[src/rtl/signed_compare_unit.sv]
// Signed N-bit comparator: XNOR-reduce equality and ripple-subtract less-than,
// offered both combinationally and through a one-cycle registered stage.
module signed_compare_unit #(
    parameter int N = 32
) (
    input  logic         clk,
    input  logic         rst,
    input  logic [N-1:0] a,
    input  logic [N-1:0] b,
    output logic         equals,
    output logic         less_than,
    output logic         equals_q,
    output logic         less_than_q
);

    logic [N-1:0] eq_bits;
    logic [N-1:0] b_inv;
    logic [N-1:0] diff;
    logic [N-1:0] carry;
    logic         sign_differs;
    logic         ovf;

    assign eq_bits = ~(a ^ b);
    assign equals  = &eq_bits;

    // a - b computed as a + ~b + 1 through a full-adder chain
    assign b_inv    = ~b;
    assign carry[0] = 1'b1;

    for (genvar i = 0; i < N; i++) begin : g_fa
        assign diff[i] = a[i] ^ b_inv[i] ^ carry[i];
        if (i < N - 1) begin : g_cy
            assign carry[i+1] = (a[i] & b_inv[i])
                              | (carry[i] & (a[i] ^ b_inv[i]));
        end
    end

    // overflow only when signs differ and the result sign departs from a
    assign sign_differs = a[N-1] ^ b[N-1];
    assign ovf          = sign_differs & (diff[N-1] ^ a[N-1]);
    assign less_than    = diff[N-1] ^ ovf;

    always_ff @(posedge clk) begin
        if (rst) begin
            equals_q    <= 1'b0;
            less_than_q <= 1'b0;
        end else begin
            equals_q    <= equals;
            less_than_q <= less_than;
        end
    end

endmodule

[config.mk]
export PLATFORM = sky130hd
export DESIGN_NAME = signed_compare_unit
export DESIGN_NICKNAME = d
export VERILOG_FILES = /design/src/rtl/signed_compare_unit.sv
export SDC_FILE = /design/constraint.sdc
export NUM_CORES = 1
export LEC_CHECK = 0
export BUFFER_PORTS_ARGS = -buffer_cell sky130_fd_sc_hd__buf_2
export CORE_ASPECT_RATIO = 0.6
export CORE_MARGIN = 3
export CORE_UTILIZATION = 40
export DETAILED_ROUTE_END_ITERATION = 16
export GPL_ROUTABILITY_DRIVEN = 1
export HOLD_SLACK_MARGIN = 0.12
export PLACE_DENSITY = 0.86
export SLEW_MARGIN = 20
export SYNTH_ARGS = -nofsm -noshare
export SYNTH_HDL_FRONTEND = slang
export SYNTH_SLANG_ARGS = --single-unit
[constraint.sdc]
create_clock -name clk -period 2.3 [get_ports clk]
set_input_delay 0.115 -clock clk [delete_from_list [all_inputs] [get_ports clk]]
set_output_delay 0.115 -clock clk [all_outputs]
set_load 0.05 [all_outputs]
# After elaboration in Yosys (flattened, before gate mapping)
# Index checks and enable logic that the tools add are counted.
# op_classes
bitwise_logic	132
n_reduce_logical	1
# ops
operator	count
32-bit inverter	2
1-bit bitwise AND	62
1-bit XOR	36
32-bit AND reduction	1
32-bit XOR	1
1-bit bitwise OR	31
# totals
out_inout_bits	4
inputBits	66
reg_bits	2
wordCells	135

# Depth between registers and ports, before layout
# logic_depth
word_depth	67
ltp_mapped	9
ltp_nobuf	9

# Worst setup path before layout
# No wires, ideal clock.
# synth_path
kind	in2reg
start	input b[22]
end	register less_than_q
setup_slack_ns	0.034
setup_ns	0.115
cell_stages	9
n_path_buf	0
t_arrival_ns	2.151
path_cell_list	inv_1 > ha_1 > a21o_1 > a21oi_1 > o311a_1 > a222oi_1 > o31ai_1 > fa_1 > nor2b_1
# synth_via
elab_chain_cells	24
# synth_lines
item	line_no	text
from (decl)	9	input logic [N-1:0] b,
32-bit inverter (*)	27	assign b_inv = ~b;
1-bit XOR	34	| (carry[i] & (a[i] ^ b_inv[i]));
1-bit bitwise AND	34	
1-bit bitwise OR (*)	34	
1-bit bitwise AND (*)	34	
1-bit bitwise OR (*)	34	
1-bit bitwise AND (*)	34	
1-bit bitwise OR (*)	34	
(+9 left out)	-	
1-bit bitwise OR (*)	34	
1-bit bitwise AND (*)	34	
1-bit bitwise OR (*)	34	
1-bit XOR (*)	31	assign diff[i] = a[i] ^ b_inv[i] ^ carry[i];
1-bit XOR	40	assign ovf = sign_differs & (diff[N-1] ^ a[N-1]);
1-bit bitwise AND	40	
1-bit XOR (*)	41	assign less_than = diff[N-1] ^ ovf;
named net less_than	11	output logic less_than,
to (signal assigned)	49	less_than_q <= less_than;
to (decl)	13	output logic less_than_q
# The timed path passes the listed nets; every way through them passes the cells marked *.
# A chain may end at the register's enable or synchronous reset.

# Worst setup path in the final report
# layout_path
start	input b[22]
end	output less_than
# layout_via
elab_chain_cells	24
# layout_lines
item	line_no
32-bit inverter (*)	27
1-bit XOR	34
1-bit bitwise AND	34
1-bit bitwise OR (*)	34
1-bit bitwise AND (*)	34
1-bit bitwise OR (*)	34
1-bit bitwise AND (*)	34
1-bit bitwise OR (*)	34
(+8 left out)	-
1-bit bitwise AND (*)	34
1-bit bitwise OR (*)	34
1-bit bitwise AND (*)	34
1-bit bitwise OR (*)	34
1-bit XOR (*)	31
1-bit XOR	40
1-bit bitwise AND	40
1-bit XOR (*)	41
to (decl)	11
# Every way passes the cells marked *; elsewhere a longest branch is shown, timed or not.

==> results.yml <==
status:
  status: "finished, final reports clean"
floorplan:
  die_height_microns: 42.6
  rows: 12
  coreArea_sq_um: 1980
  io_pins: 70
  start_util: 0.451
  die-area_sq_um: 2850
  die_x_microns: 67.0
cts:
  cts-root-buf: "clkbuf_8"
  clkSinkCount: 2
  cts_tree: "done"
  clockBufferDepth: 2
  cts_buffers: 3
  cts_setup_buffers: 0
  clkSlewWorstSetupHoldPaths_ns: 0.03
  htreeDepth: 1
synthesis:
  synth_nets: 219
  synth-seq-cells: 2
  yosys_warnings: 0
  seq_area_frac_synth: 0.0448
  synth_cells: 121
  avgSynthCellArea_sq_um: 7.38
  yosys.cell_types.count: 24
  syn_area_sq_um: 893
final_layout:
  design_area_sq_um: 1330
  multi_input_area_sq_um: 728
  n_antenna_cell: 0
  most-common-layout-cells: "buf_2, inv_1, ha_1"
  fill_cells: 179
  seq_area_sq_um: 40.0
  drive_gt1_frac: 0.376
  final_common_cell: "buf_2"
  final_nets: 294
  area_growth_pct: 48.9
critical_path:
  cp.arrival_ns: 2.07
  worst_path_largest_cell_delay_ns: 0.37
  required_ns: 2.18
  cp-start-kind: "primary input"
  path_class: "in -> out"
  crit_chain: "buf_2 > inv_1 > ha_1 > a21o_1 > a21oi_1 > o311a_1 > a222oi_1 > o31ai_1 > fa_2 > buf_4"
  slowest_stage: "o311a_1"
  crit_fanout: 2
  endpoint_kind: "output pin"
power_and_ir_drop:
  leakage_nw: 0.859
  ir_drop_mv: 0.125
  power.density_nw_per_um2: 302
placement:
  place_congestion: 0.799
  port_buffers: 69
  placed_area_sq_um: 1270
  hpwlAfterDp_microns: 2370
worst_hold_path:
  hold_class: "in -> reg"
grt:
  grt_overflow: 0
  grt_max_degree: 4
  grt_pass1_wl_microns: 4130
  grt_use_total: 0.189
  antenna_found_initial: 0
  grt_pass1_vias: 1097
route:
  drt_iter0_markers: 15
  via_per_inst: 4.93
  drtPass1Iterations: 4
  via_count: 1095
  drc: 0
  ant_nets: 0
  routed_wirelength_microns: 2680
  wl_per_cell_microns: 12.1
run:
  cap_viol_max_count: 0
timing:
  slew_headroom: 0.799
  fmaxAchievable_mhz: 458
  worstMarginPinSlew_ns: 0.299
  finalCriticalPeriod_ns: 2.18
  final_hold_viol_count: 0
  finalSetupTns_ns: 0
  finalMaxSlewViolations: 0
  finalSetupViolCount: 0
  fin_crit_sh: 0.949
  rsz0062_at_grt: "false"
[path summary, 6_finish.rpt]
check	start	end	depth (start not counted)
min	b[31]	equals_q	5
max	b[22]	less_than	10
[synth_stat cells]
master	instances	area share
o21a_1	3	0.025
o31ai_1	1	0.0084
ha_1	31	0.43
a21boi_0	1	0.0084
nor2b_1	3	0.021
a222oi_1	1	0.011
a211o_1	1	0.0098
nor3_1	4	0.022
a21oi_1	7	0.039
inv_1	34	0.14
a21o_1	4	0.034
o211a_1	1	0.011
o21ai_0	5	0.028
o311a_1	1	0.011
o21bai_1	1	0.0084
nand2_1	5	0.021
fa_1	1	0.022
a211oi_1	1	0.0084
a31oi_1	1	0.0070
nor2_1	2	0.0084
nand4_1	5	0.035
dfxtp_1	2	0.045
xnor2_1	1	0.0098
nand3_1	5	0.028
[kinds of logic after synthesis]
| logic type | after synthesis | synth area share |
|---|---|---|
| buffers and inverters | 34 | 0.143 |
| AND/OR/NAND/NOR | 24 | 0.136 |
| adder cells (fa/ha/maj) | 32 | 0.457 |
| XOR/XNOR | 1 | 0.00981 |
| flip-flops | 2 | 0.0448 |
| AO/OA/AOI/OAI | 28 | 0.210 |
[report_power, final]
group	switching, W	total [W]	internal (W)
Combinational	0.000108	0.000218	0.000111
Clock	0.0000353	0.000147	0.000111
Sequential	0.000000359	0.0000371	0.0000367
[flip-flops by register name, summed over array words and instances, names as in the netlist]
| signal | flops |
|---|---|
| less_than_q | 1 |
| equals_q | 1 |
[what timing repair did]
item / in CTS / in global routing
hold buffers: 1 / 0
endpoints found under the setup margin: 0 / 1
hold endpoints to repair: 2 / 0
resized for setup: 0 / 3
[layout make-up]
class,instances,area share
Clock buffer,3,0.0310
Multi-Input combinational cell,85,0.548
Tap cell,28,0.0263
Sequential cell,2,0.0301
Inverter,34,0.0960
Timing Repair Buffer,70,0.269
[critical path: cells and delay by family]
| kind | cells | cell delay, ns |
|---|---|---|
| adder cells (fa/ha/maj) | 2 | 0.64 |
| buffers and inverters | 3 | 0.31 |
| AO/OA/AOI/OAI | 5 | 1.01 |
[per-layer routing]
metal	routed length, microns	share of wire	GRT usage	vias up
li1	-	-	-	567
met1	1010	0.38	0.173	470
met2	1400	0.52	0.389	52
met3	232	0.087	0.0295	6
met4	44	0.016	0.0968	0
met5	0	0	0	-
[per-stage QoR]
step                      setup slack, ns   util  hold WS (ns)  total power [W]  instances
after floorplan                    0.0337      -         0.187         0.000164        121
after global placement              0.128  0.643         0.295         0.000238        218
after detailed placement           0.0735  0.643         0.292         0.000252        218
after CTS                          0.0548  0.669         0.367         0.000404        222
after global routing             0.000435  0.671         0.411         0.000441        222
final                               0.118  0.671         0.380         0.000402        222
Note: power is estimated with default switching activity, not from simulation.
